===== config.mk =====
export PLATFORM = sky130hd
export DESIGN_NAME = counter_7seg_mux
export DESIGN_NICKNAME = d
export VERILOG_FILES = /design/src/rtl/counter_7seg_mux.sv
export SDC_FILE = /design/constraint.sdc
export NUM_CORES = 1
export LEC_CHECK = 0
export BUFFER_PORTS_ARGS = -buffer_cell sky130_fd_sc_hd__buf_2
export CAP_MARGIN = 20
export CELL_PAD_IN_SITES_DETAIL_PLACEMENT = 0
export CELL_PAD_IN_SITES_GLOBAL_PLACEMENT = 2
export CORE_ASPECT_RATIO = 0.75
export CORE_MARGIN = 10
export CORE_UTILIZATION = 34
export CTS_CLUSTER_DIAMETER = 60
export CTS_CLUSTER_SIZE = 12
export DETAILED_ROUTE_END_ITERATION = 8
export PLACE_DENSITY = 0.85
export SLEW_MARGIN = 20
export SYNTH_ARGS = -nofsm -noshare
export SYNTH_HDL_FRONTEND = slang
export SYNTH_SLANG_ARGS = --single-unit

===== constraint.sdc =====
create_clock -name i_clk -period 3.9 [get_ports i_clk]
set_input_delay 0.195 -clock i_clk [delete_from_list [all_inputs] [get_ports i_clk]]
set_output_delay 0.195 -clock i_clk [all_outputs]
set_load 0.01 [all_outputs]

===== src/rtl/counter_7seg_mux.sv =====
// counter_7seg_mux: multi-digit BCD up/down event counter with prescaled
// count tick, synchronous load with nibble clamping, wrap pulse, and a
// time-multiplexed seven-segment output with optional leading-zero blanking.
module counter_7seg_mux #(
    parameter int DIGITS   = 4,
    parameter int PRESCALE = 10,
    parameter int SCAN_DIV = 4,
    parameter int BLANK_LZ = 0
) (
    input  logic                  i_clk,
    input  logic                  i_rst,
    input  logic                  i_freeze,
    input  logic                  i_up,
    input  logic                  i_load,
    input  logic [4*DIGITS-1:0]   i_load_value,
    output logic [6:0]            o_display,
    output logic [DIGITS-1:0]     o_digit_sel,
    output logic [4*DIGITS-1:0]   o_bcd,
    output logic                  o_wrap
);

    localparam int PW  = (PRESCALE > 1) ? $clog2(PRESCALE) : 1;
    localparam int SCW = (SCAN_DIV > 1) ? $clog2(SCAN_DIV) : 1;
    localparam int SW  = (DIGITS > 1)   ? $clog2(DIGITS)   : 1;

    localparam logic [PW-1:0]  PRESC_LAST = PW'(PRESCALE - 1);
    localparam logic [SCW-1:0] SCAN_LAST  = SCW'(SCAN_DIV - 1);
    localparam logic [SW-1:0]  IDX_LAST   = SW'(DIGITS - 1);

    logic [PW-1:0]         r_presc;
    logic [4*DIGITS-1:0]   r_bcd;
    logic                  r_wrap;
    logic [SCW-1:0]        r_scan_cnt;
    logic [SW-1:0]         r_scan_idx;
    logic [DIGITS-1:0]     r_digit_sel;

    logic                  w_tick;
    logic [4*DIGITS-1:0]   w_bcd_next;
    logic [4*DIGITS-1:0]   w_load_clamped;
    logic [DIGITS:0]       w_ripple;
    logic [DIGITS:0]       w_zero_from;
    logic [3:0]            w_digit;
    logic                  w_blank;
    logic [6:0]            w_seg;

    // Load and freeze both suppress the tick; load additionally restarts the prescaler.
    assign w_tick = (r_presc == PRESC_LAST) && !i_freeze && !i_load;

    // Prescaler: divides the system clock down to the count tick.
    always_ff @(posedge i_clk) begin
        if (i_rst) begin
            r_presc <= '0;
        end else if (i_load) begin
            r_presc <= '0;
        end else if (!i_freeze) begin
            if (r_presc == PRESC_LAST) r_presc <= '0;
            else                       r_presc <= r_presc + 1'b1;
        end
    end

    // Ripple carry/borrow across digits, plus clamping of the load value.
    always_comb begin
        w_bcd_next     = r_bcd;
        w_load_clamped = i_load_value;
        w_ripple       = '0;
        w_ripple[0]    = 1'b1;
        for (int i = 0; i < DIGITS; i++) begin
            if (w_ripple[i]) begin
                if (i_up) begin
                    if (r_bcd[4*i +: 4] >= 4'd9) begin
                        w_bcd_next[4*i +: 4] = 4'd0;
                        w_ripple[i+1]        = 1'b1;
                    end else begin
                        w_bcd_next[4*i +: 4] = r_bcd[4*i +: 4] + 4'd1;
                    end
                end else begin
                    if (r_bcd[4*i +: 4] == 4'd0) begin
                        w_bcd_next[4*i +: 4] = 4'd9;
                        w_ripple[i+1]        = 1'b1;
                    end else begin
                        w_bcd_next[4*i +: 4] = r_bcd[4*i +: 4] - 4'd1;
                    end
                end
            end
            if (i_load_value[4*i +: 4] > 4'd9) w_load_clamped[4*i +: 4] = 4'd9;
        end
    end

    // Count register and wrap pulse; a ripple out of the top digit is a wrap.
    always_ff @(posedge i_clk) begin
        if (i_rst) begin
            r_bcd  <= '0;
            r_wrap <= 1'b0;
        end else if (i_load) begin
            r_bcd  <= w_load_clamped;
            r_wrap <= 1'b0;
        end else if (w_tick) begin
            r_bcd  <= w_bcd_next;
            r_wrap <= w_ripple[DIGITS];
        end else begin
            r_wrap <= 1'b0;
        end
    end

    // Digit scanner: runs regardless of freeze and load.
    always_ff @(posedge i_clk) begin
        if (i_rst) begin
            r_scan_cnt  <= '0;
            r_scan_idx  <= '0;
            r_digit_sel <= DIGITS'(1);
        end else if (r_scan_cnt == SCAN_LAST) begin
            r_scan_cnt <= '0;
            if (r_scan_idx == IDX_LAST) begin
                r_scan_idx  <= '0;
                r_digit_sel <= DIGITS'(1);
            end else begin
                r_scan_idx  <= r_scan_idx + 1'b1;
                r_digit_sel <= r_digit_sel << 1;
            end
        end else begin
            r_scan_cnt <= r_scan_cnt + 1'b1;
        end
    end

    // Select the scanned digit and decide whether it is a blanked leading zero.
    always_comb begin
        w_digit     = 4'd0;
        w_blank     = 1'b0;
        w_zero_from = '0;
        w_zero_from[DIGITS] = 1'b1;
        for (int i = DIGITS - 1; i >= 0; i--) begin
            w_zero_from[i] = w_zero_from[i+1] && (r_bcd[4*i +: 4] == 4'd0);
        end
        for (int i = 0; i < DIGITS; i++) begin
            if (r_scan_idx == SW'(i)) begin
                w_digit = r_bcd[4*i +: 4];
                w_blank = (BLANK_LZ != 0) && (i != 0) && w_zero_from[i];
            end
        end
    end

    // Seven-segment decode {g,f,e,d,c,b,a}.
    always_comb begin
        w_seg = 7'b0000000;
        case (w_digit)
            4'd0: w_seg = 7'b0111111;
            4'd1: w_seg = 7'b0000110;
            4'd2: w_seg = 7'b1011011;
            4'd3: w_seg = 7'b1001111;
            4'd4: w_seg = 7'b1100110;
            4'd5: w_seg = 7'b1101101;
            4'd6: w_seg = 7'b1111101;
            4'd7: w_seg = 7'b0000111;
            4'd8: w_seg = 7'b1111111;
            4'd9: w_seg = 7'b1101111;
            default: w_seg = 7'b0000000;
        endcase
    end

    assign o_display   = w_blank ? 7'b0000000 : w_seg;
    assign o_digit_sel = r_digit_sel;
    assign o_bcd       = r_bcd;
    assign o_wrap      = r_wrap;

endmodule


# After elaboration in Yosys (flattened, before gate mapping)
# Memory sizes are Yosys's and may differ from the RTL's.
# Cells that the tools add are included.
[word_totals] output_inout_bits=28 wordCells=97 ff_bits=29 romBits=112 mem_count=1 in_bits=21
[mem_list] memory="(name not given)" depth=16 word_bits=7 rd=1 rd_clocked_by_memory_dff=0 wr=0 line_no="145" source="case (w_digit)"
[classes] n_addsub=11 bitwise=2 n_reduce_logical=19 order_cmp=8 mux=42 eq_ne=5
[ops] operator="two-way mux 4 bit" n=25
[ops] operator="two-way mux 16 bit" n=2
[ops] operator="adder 4 x 1 -> 4 bit (second input constant)" n=5
[ops] operator="greater-or-equal comparator 4 bit (second input constant)" n=4
[ops] operator="greater-than comparator 4 bit (second input constant)" n=4
[ops] operator="zero test 4 bit" n=4
[ops] operator="subtractor 4 x 1 -> 4 bit (second input constant)" n=4
[ops] operator="two-way mux 1 bit" n=14
[ops] operator="nonzero test 2 bit" n=4
[ops] operator="== test 2 bit (second input constant)" n=3
[ops] operator="AND reduction 2 bit" n=3
[ops] operator="adder 2 x 1 -> 2 bit (second input constant)" n=2
[ops] operator="== test 4 bit (second input constant)" n=1
[ops] operator="OR reduction 2 bit" n=2
[ops] operator="OR reduction 4 bit" n=1
[ops] operator="== test 2 x 1 -> 1 bit (second input constant)" n=1
[ops] operator="logical AND 1 bit" n=2
[ops] operator="zero test 1 bit" n=2
[ops] operator="zero test 2 bit" n=1
[ops] operator="two-way mux 2 bit" n=1
[ops] operator="inverter 1 bit" n=2

# Longest topological paths before layout
# Gate-level depths: netlist (run 1).
[depth] depth_word=8 mapped_depth=11 mapped_depth_nobuf=10

# Worst setup path before layout (run 1)
# No wires, ideal clock.
[synth_timing] path_kind="flip-flop to output port" from="register r_scan_idx[0]" to="output port o_display[3]" t_arrival_ps=2243 path_buffers=1 required_ps=3705 stages_incl_launch_ff=11 setup_slack_ps=1462 cell_sequence="dfxtp_1 -> inv_1 -> ha_1 -> clkbuf_1 -> a21oi_1 -> o21ai_0 -> a22oi_1 -> inv_1 -> ha_1 -> mux2_2 -> o21ai_0"
[synth_via] elab_chain_len=6 word_cells_on_any_way=9 classes_between="eq/ne: 3; mux: 4; reduce/logical: 1; memory: 1"
[synth_rtl] element="from (decl)" line_no="34" source="logic [SW-1:0] r_scan_idx;"
[synth_rtl] element="from (signal assigned)" line_no="117" source="r_scan_idx <= r_scan_idx + 1'b1;"
[synth_rtl] element="zero test 2 bit" line_no="135" source="if (r_scan_idx == SW'(i)) begin"
[synth_rtl] element="two-way mux 4 bit (3 in a row)" line_no="135"
[synth_rtl] element="two-way mux 4 bit *" line_no="135"
[synth_rtl] element="memory read (16 x 7 bit) *"
[synth_rtl] element="to (decl)" line_no="16" source="output logic [6:0] o_display,"
# Every way passes the cells marked *; elsewhere a longest branch is shown, timed or not.

# Worst setup path in the final report (run 1)
# Same ends and word-level chain as after synthesis.

==> metrics.md, run 1 <==
| Metric | Value |
|---|---|
| Status | `finished clean` |
| Max-slew violations | `0` |
| Sink Count | `29` |
| GPL Wtd Cong | `around 0.8` |
| CP Data Required Time | `3.70 ns` |
| Static leakage | `about 0.0013 uW` |
| Worst min-delay path category | `in2reg` |
| Max cap viols | `0` |
| Starting Density | `35.0%` |
| Initial antenna violation count | `0` |
| CTS tree | `built` |
| GR Util All Layers | `approximately 13%` |
| CP Launch Point | `r_scan_idx[0]$_SDFFE_PP0P_` |
| Later-pin clock latency in the skew report | `around 0.29 ns` |
| # nets final | `~420` |
| TritonRoute pass-1 iters | `4` |
| Largest net degree at the start of global routing | `34` |
| CP bufs+invs | `3` |
| Most common cell after layout, fill and taps aside | `buf_2` |
| Clk slew on worst S/H paths | `0.08 ns` |
| Final WS setup | `~0.98 ns` |
| R2r worst-path depth | `7` |
| Clk_skew | `0.00622 ns` |
| Clk root buf | `clkbuf_8` |
| Setup TNS | `0 ns` |
| Post-Synthesis Cell Area | `2570 um^2` |
| Clock period minus worst slack | `2.92 ns` |
| Ys flop type | `dfxtp_1` |
| Count of different cell masters after synthesis | `62` |
| Chip width | `~120 um` |
| CP endpoint | `o_display[3]` |
| Htree depth | `2` |
| Port-buffer cells | `between 40 and 50` |
| Hpwl dp | `approximately 5400 um` |
| Max Root-Sink Buffers | `2` |
| Reg2reg start | `o_bcd[0]$_SDFFE_PP0P_` |
| CP max stage delay | `~0.43 ns` |
| Arr. time, crit path | `~2.7 ns` |
| Setup crit end kind | `output port` |
| Mapped Nets | `381` |
| Vias in the first global route | `between 2,000 and 2,500` |
| Final hold violation count | `0` |
| Via/cell ratio | `5.31` |
| RSZ-0062 raised after global routing | `false` |
| Crit-path max FO | `8` |
| Post-CTS Setup Bufs | `0` |
| CTS resizes | `0` |
| Remaining Overflow, GRT | `0` |
| Seq/Total Area, Yosys | `approximately 23%` |
| Fraction of synthesis flops using an asynchronous set or reset pin | `0%` |
| EDFF count, synth | `0` |
| Core ar. | `about 7300 um^2` |
| Rel. slew slack | `between 30% and 40%` |
| DR DRC count | `0` |
| Row cnt | `27` |
| Post-Synthesis Cells | `~340` |
| Synthesis Warnings | `0` |
| Critical Path Start Type | `flip-flop` |
| N_diodes | `0` |
| Worst slew pin tran | `0.925 ns` |
| Detail Route Antenna Nets | `0` |
| Critical R2R Capture | `o_bcd[10]$_SDFFE_PP0P_` |
| Hold-fix buffers, CTS | `0` |
| Drt wl/cell | `around 16 um` |
| Pre-CTS WS | `between 1 and 1.5 ns` |
| Most frequent cells in the layout | `buf_2 (48), a21oi_1 (34), nor2_1 (32), dfxtp_1 (29), inv_1 (28)` |
| Initial DRC count | `around 170` |
| Final period utilization | `between 70% and 80%` |
| #FFs+latches synth | `29` |
| Levels on crit path | `10` |
| Crit Path Class | `reg2out` |
| Die height | `about 95 um` |
| VDD IR max | `about 170 uV` |
| Reg2Reg Setup Slack | `between 1 and 1.5 ns` |
| Die area | `11,500 um^2` |
| DR vias | `2,506` |
| Peak Freq | `about 0.34 GHz` |
| Power per Cell Area | `around 320 nW/um^2` |
| CP max stage cell | `a22oi_1` |
| Final setup viols | `0` |
| Synthesized area per cell | `7.64 um^2` |
| CP delay by family, top | `compound AO/OA/AOI/OAI gates` |
| First-pass GRT wire length | `between 10,000 and 15,000 um` |
| Ports | `49` |
| Share of layout cells above drive strength 1 | `19.9%` |
| WL final | `about 7400 um` |
| Worst path cell trace | `inv_1, ha_1, a21oi_1, o21ai_0, a22oi_1, inv_1, ha_1, mux2_2, o21ai_0, buf_2` |
| CTS Buf Count | `5` |
| Synth-to-Final Area Change | `16.4%` |
## worst min-delay path, stage by stage
cell	delay (ns)
buf_2	0.09
a32oi_1	0.05
nand2_1	0.05
## Yosys cell counts, types with 3 or more instances
cell | number | area, um^2
clkbuf_1 | 18 | 67.6
o21a_1 | 4 | 30.0
nand3_1 | 6 | 30.0
a211o_1 | 3 | 26.3
nand3b_1 | 3 | 22.5
o21ai_0 | 20 | 100
a31oi_1 | 7 | 43.8
inv_1 | 28 | 105
nor3_1 | 10 | 50.1
dfxtp_1 | 29 | 581
o21bai_1 | 3 | 22.5
a21oi_1 | 34 | 170
ha_1 | 24 | 300
mux2_2 | 5 | 56.3
mux2i_1 | 6 | 60.1
nand2b_1 | 9 | 56.3
a211oi_1 | 3 | 22.5
a22oi_1 | 5 | 37.5
nand2_1 | 22 | 82.6
nor2_1 | 32 | 120
o22ai_1 | 3 | 18.8
or3b_1 | 4 | 35.0
nor2b_1 | 3 | 18.8
## stage by stage
step | total power, uW | hold WS, ns | util [%] | std cells | area (um^2)
3_3_place_gp | 580 | 0.415 | 38.9 | 464 | 2850
5_1_grt | 1020 | 0.153 | 40.7 | 472 | 2990
2_1_floorplan | 506 | 0.304 | - | 336 | 2570
6_report | 967 | 0.116 | 40.7 | 472 | 2990
3_5_place_dp | 582 | 0.418 | 38.9 | 464 | 2850
4_1_cts | 972 | 0.119 | 40.7 | 472 | 2990
## flip-flops by register name, indices dropped and copies added, names as in the netlist
| name | count |
|---|---|
| o_bcd | 16 |
| o_digit_sel | 4 |
| r_presc | 4 |
| r_scan_cnt | 2 |
| r_scan_idx | 2 |
| o_wrap | 1 |
## worst min-delay path by stage
stage | start | end | slack, ns | cells past startpoint
6_report | i_load_value[14] | o_bcd[14]$_SDFFE_PP0P_ | 0.12 | 3
5_1_grt | i_load_value[14] | o_bcd[14]$_SDFFE_PP0P_ | 0.15 | 3
4_1_cts | i_load_value[14] | o_bcd[14]$_SDFFE_PP0P_ | 0.12 | 3
3_5_place_dp | r_scan_cnt[0]$_SDFF_PP0_ | r_scan_cnt[0]$_SDFF_PP0_ | 0.42 | 1
3_3_place_gp | r_scan_cnt[0]$_SDFF_PP0_ | r_scan_cnt[0]$_SDFF_PP0_ | 0.42 | 1
2_1_floorplan | i_load_value[11] | o_bcd[11]$_SDFFE_PP0P_ | 0.30 | 2
## logic make-up after synthesis
family | count (synthesis) | synth area share [%]
AO/OA/AOI/OAI | 111 | 29.2
AND/OR/NAND/NOR | 108 | 22.8
buffers and inverters | 49 | 7.22
flip-flops | 29 | 22.6
adder cells (fa/ha/maj) | 24 | 11.7
multiplexers | 12 | 5.41
XOR/XNOR | 3 | 1.02
## power breakdown
group | total [uW] | internal (uW) | switching [uW]
Sequential | 340 | 311 | 28.9
Combinational | 234 | 100 | 133
Clock | 394 | 254 | 140
## final cells by class
| type | instances | area, um^2 |
|---|---|---|
| Clock buffer | 5 | 68.8 |
| Clock inverter | 3 | 65.1 |
| Fill cell | 785 | 4340 |
| Inverter | 28 | 105 |
| Multi-Input combinational cell | 258 | 1800 |
| Sequential cell | 29 | 581 |
| Tap cell | 101 | 126 |
| Timing Repair Buffer | 48 | 240 |
## per-layer routing
metal  wire [um]  global-route usage (%)
met4          59                    3.11
met1        3790                    18.5
met3         503                    3.42
met2        3050                    18.6
met5           0                       0
Power figures use the tool's default switching activity.
==> run 2: changes to the inputs <==
--- a/config.mk
+++ b/config.mk
@@ -11,11 +11,11 @@
 export CELL_PAD_IN_SITES_GLOBAL_PLACEMENT = 2
 export CORE_ASPECT_RATIO = 0.75
 export CORE_MARGIN = 10
-export CORE_UTILIZATION = 34
+export CORE_UTILIZATION = 32
 export CTS_CLUSTER_DIAMETER = 60
 export CTS_CLUSTER_SIZE = 12
 export DETAILED_ROUTE_END_ITERATION = 8
-export PLACE_DENSITY = 0.85
+export PLACE_DENSITY = 0.81
 export SLEW_MARGIN = 20
 export SYNTH_ARGS = -nofsm -noshare
 export SYNTH_HDL_FRONTEND = slang
==> constraint.sdc (replaced) <==
create_clock -name i_clk -period 2.8 [get_ports i_clk]
set_input_delay 0.14 -clock i_clk [delete_from_list [all_inputs] [get_ports i_clk]]
set_output_delay 0.14 -clock i_clk [all_outputs]
set_load 0.01 [all_outputs]
==> metrics.md, run 2 (same netlist as run 1, synthesis figures left out) <==
| Metric | Value |
|---|---|
| Status | `finished clean` |
| Static leakage | `around 0.0013 uW` |
| Post-CTS Setup Bufs | `0` |
| Worst path cell trace | `inv_1, ha_2, nand2_1, o21ai_1, a22oi_1, buf_4, ha_1, mux2_2, o21ai_0, buf_2` |
| Clk slew on worst S/H paths | `0.07 ns` |
| Peak Freq | `about 0.39 GHz` |
| CP delay by family, top | `adder cells` |
| Hpwl dp | `around 5600 um` |
| Clock period minus worst slack | `~2.6 ns` |
| CTS tree | `built` |
| Drt wl/cell | `between 15 and 20 um` |
| Pre-CTS WS | `around 0.46 ns` |
| N_diodes | `0` |
| Worst min-delay path category | `in2reg` |
| VDD IR max | `roughly 180 uV` |
| CP Launch Point | `r_scan_idx[0]$_SDFFE_PP0P_` |
| Ports | `49` |
| Worst slew pin tran | `0.584 ns` |
| Final Util | `approximately two fifths` |
| CP max stage cell | `dfxtp_1` |
| Levels on crit path | `10` |
| Max-slew violations | `0` |
| Critical Path Start Type | `flip-flop` |
| Remaining Overflow, GRT | `0` |
| Via/cell ratio | `5.30` |
| Final hold violation count | `0` |
| Final period utilization | `about nine tenths` |
| Most common cell after layout, fill and taps aside | `buf_2` |
| # nets final | `between 400 and 500` |
| Detail Route Antenna Nets | `0` |
| Sink Count | `29` |
| Core ar. | `approximately 7800 um^2` |
| Setup crit end kind | `output port` |
| CP bufs+invs | `3` |
| Port-buffer cells | `48` |
| Later-pin clock latency in the skew report | `0.29 ns` |
| Share of layout cells above drive strength 1 | `about 22%` |
| Arr. time, crit path | `between 2 and 2.5 ns` |
| Initial DRC count | `165` |
| DR vias | `2,547` |
| Rel. slew slack | `61.1%` |
| Most frequent cells in the layout | `buf_2 (48), a21oi_1 (34), nor2_1 (32), inv_1 (28), dfxtp_1 (28)` |
| Die height | `roughly 100 um` |
| Post-route insts no fill | `481` |
| Reg2Reg Setup Slack | `roughly 0.47 ns` |
| Setup TNS | `0 ns` |
| Hold path cells | `3` |
| GPL Wtd Cong | `a little over 0.8` |
| DR DRC count | `0` |
| Starting Density | `roughly a third` |
| Row cnt | `28` |
| WL final | `~7400 um` |
| Largest net degree at the start of global routing | `34` |
| Critical R2R Capture | `o_bcd[10]$_SDFFE_PP0P_` |
| CTS Buf Count | `5` |
| CTS resizes | `0` |
| TritonRoute pass-1 iters | `4` |
| R2r worst-path depth | `7` |
| GR Util All Layers | `12.3%` |
| Final hold slack | `approximately 0.076 ns` |
| Vias in the first global route | `2,353` |
| Final setup viols | `0` |
| First-pass GRT wire length | `between 10,000 and 15,000 um` |
| Clk root buf | `clkbuf_8` |
| Crit Path Class | `reg2out` |
| Die area | `approximately 12,000 um^2` |
| Initial antenna violation count | `0` |
| Max cap viols | `0` |
| CP Data Required Time | `2.66 ns` |
| Fill count | `between 800 and 900` |
| Max Root-Sink Buffers | `2` |
| Reg2reg start | `o_bcd[0]$_SDFFE_PP0P_` |
| Final WS setup | `0.244 ns` |
| CP endpoint | `o_display[3]` |
| Clk_skew | `slightly below 0.005 ns` |
| Power per Cell Area | `between 400 and 500 nW/um^2` |
| Inst Count DP | `around 470` |
| Chip width | `around 120 um` |
| Crit-path max FO | `8` |
| Synth-to-Final Area Change | `17.5%` |
| Max FFs per register | `16` |
| Hold-fix buffers, CTS | `0` |
| Htree depth | `2` |
| CP max stage delay | `about 0.33 ns` |
==> run 2: changes by cell type in the layout (fill, tap and decap cells not counted), sizes merged <==
| cell | before | now |
|---|---|---|
| clkbuf | 5 | 7 |
| bufinv | 2 | 0 |
| buf | 48 | 53 |
==> run 2: tightest hold or removal path, delay by kind of cell <==
kind / cells / cell delay [ns]
AOI/OAI and AO/OA: 1 / 0.05
and+or+nand+nor: 1 / 0.05
buffers and inverters: 1 / 0.09
==> run 2: how the worst min path moves through the flow <==
stage | endpoint | slack [ns] | startpoint
finish | o_bcd[13]$_SDFFE_PP0P_ | 0.08 | i_load_value[13]
global route | o_bcd[5]$_SDFFE_PP0P_ | 0.09 | i_load_value[7]
CTS | o_bcd[13]$_SDFFE_PP0P_ | 0.07 | i_load_value[13]
detailed placement | o_bcd[13]$_SDFFE_PP0P_ | 0.37 | i_load_value[13]
global placement | o_bcd[13]$_SDFFE_PP0P_ | 0.37 | i_load_value[13]
floorplan | o_bcd[11]$_SDFFE_PP0P_ | 0.25 | i_load_value[11]
==> run 2: layout make-up <==
cell class / count / area [um^2] / share of cell area [%]
clock buffer: 7 / 96.3 / 3.20
clock inverter: 1 / 5.00 / 0.166
inverter: 28 / 105 / 3.49
multi-input combinational: 258 / 1820 / 60.3
sequential: 29 / 582 / 19.3
tap: 105 / 131 / 4.36
timing repair buffer: 53 / 278 / 9.21
==> run 2: metal layers <==
layer	track usage, %	part of all wire (%)
met2	17.3	42
met1	17.6	50
met4	2.50	0.72
met5	0	0
met3	3.83	7.8
==> run 2: through the flow <==
step / cell area, um^2 / total power [uW]
global route: 3020 / 1290
global placement: 2900 / 819
detailed placement: 2900 / 818
floorplan: 2570 / 705
finish: 3020 / 1210
CTS: 3000 / 1220
==> run 2: power breakdown <==
group,internal [uW],switching (uW),leakage (uW)
clock,222,175,0.0000542
sequential,434,36.3,0.000238
combinational,147,192,0.000977
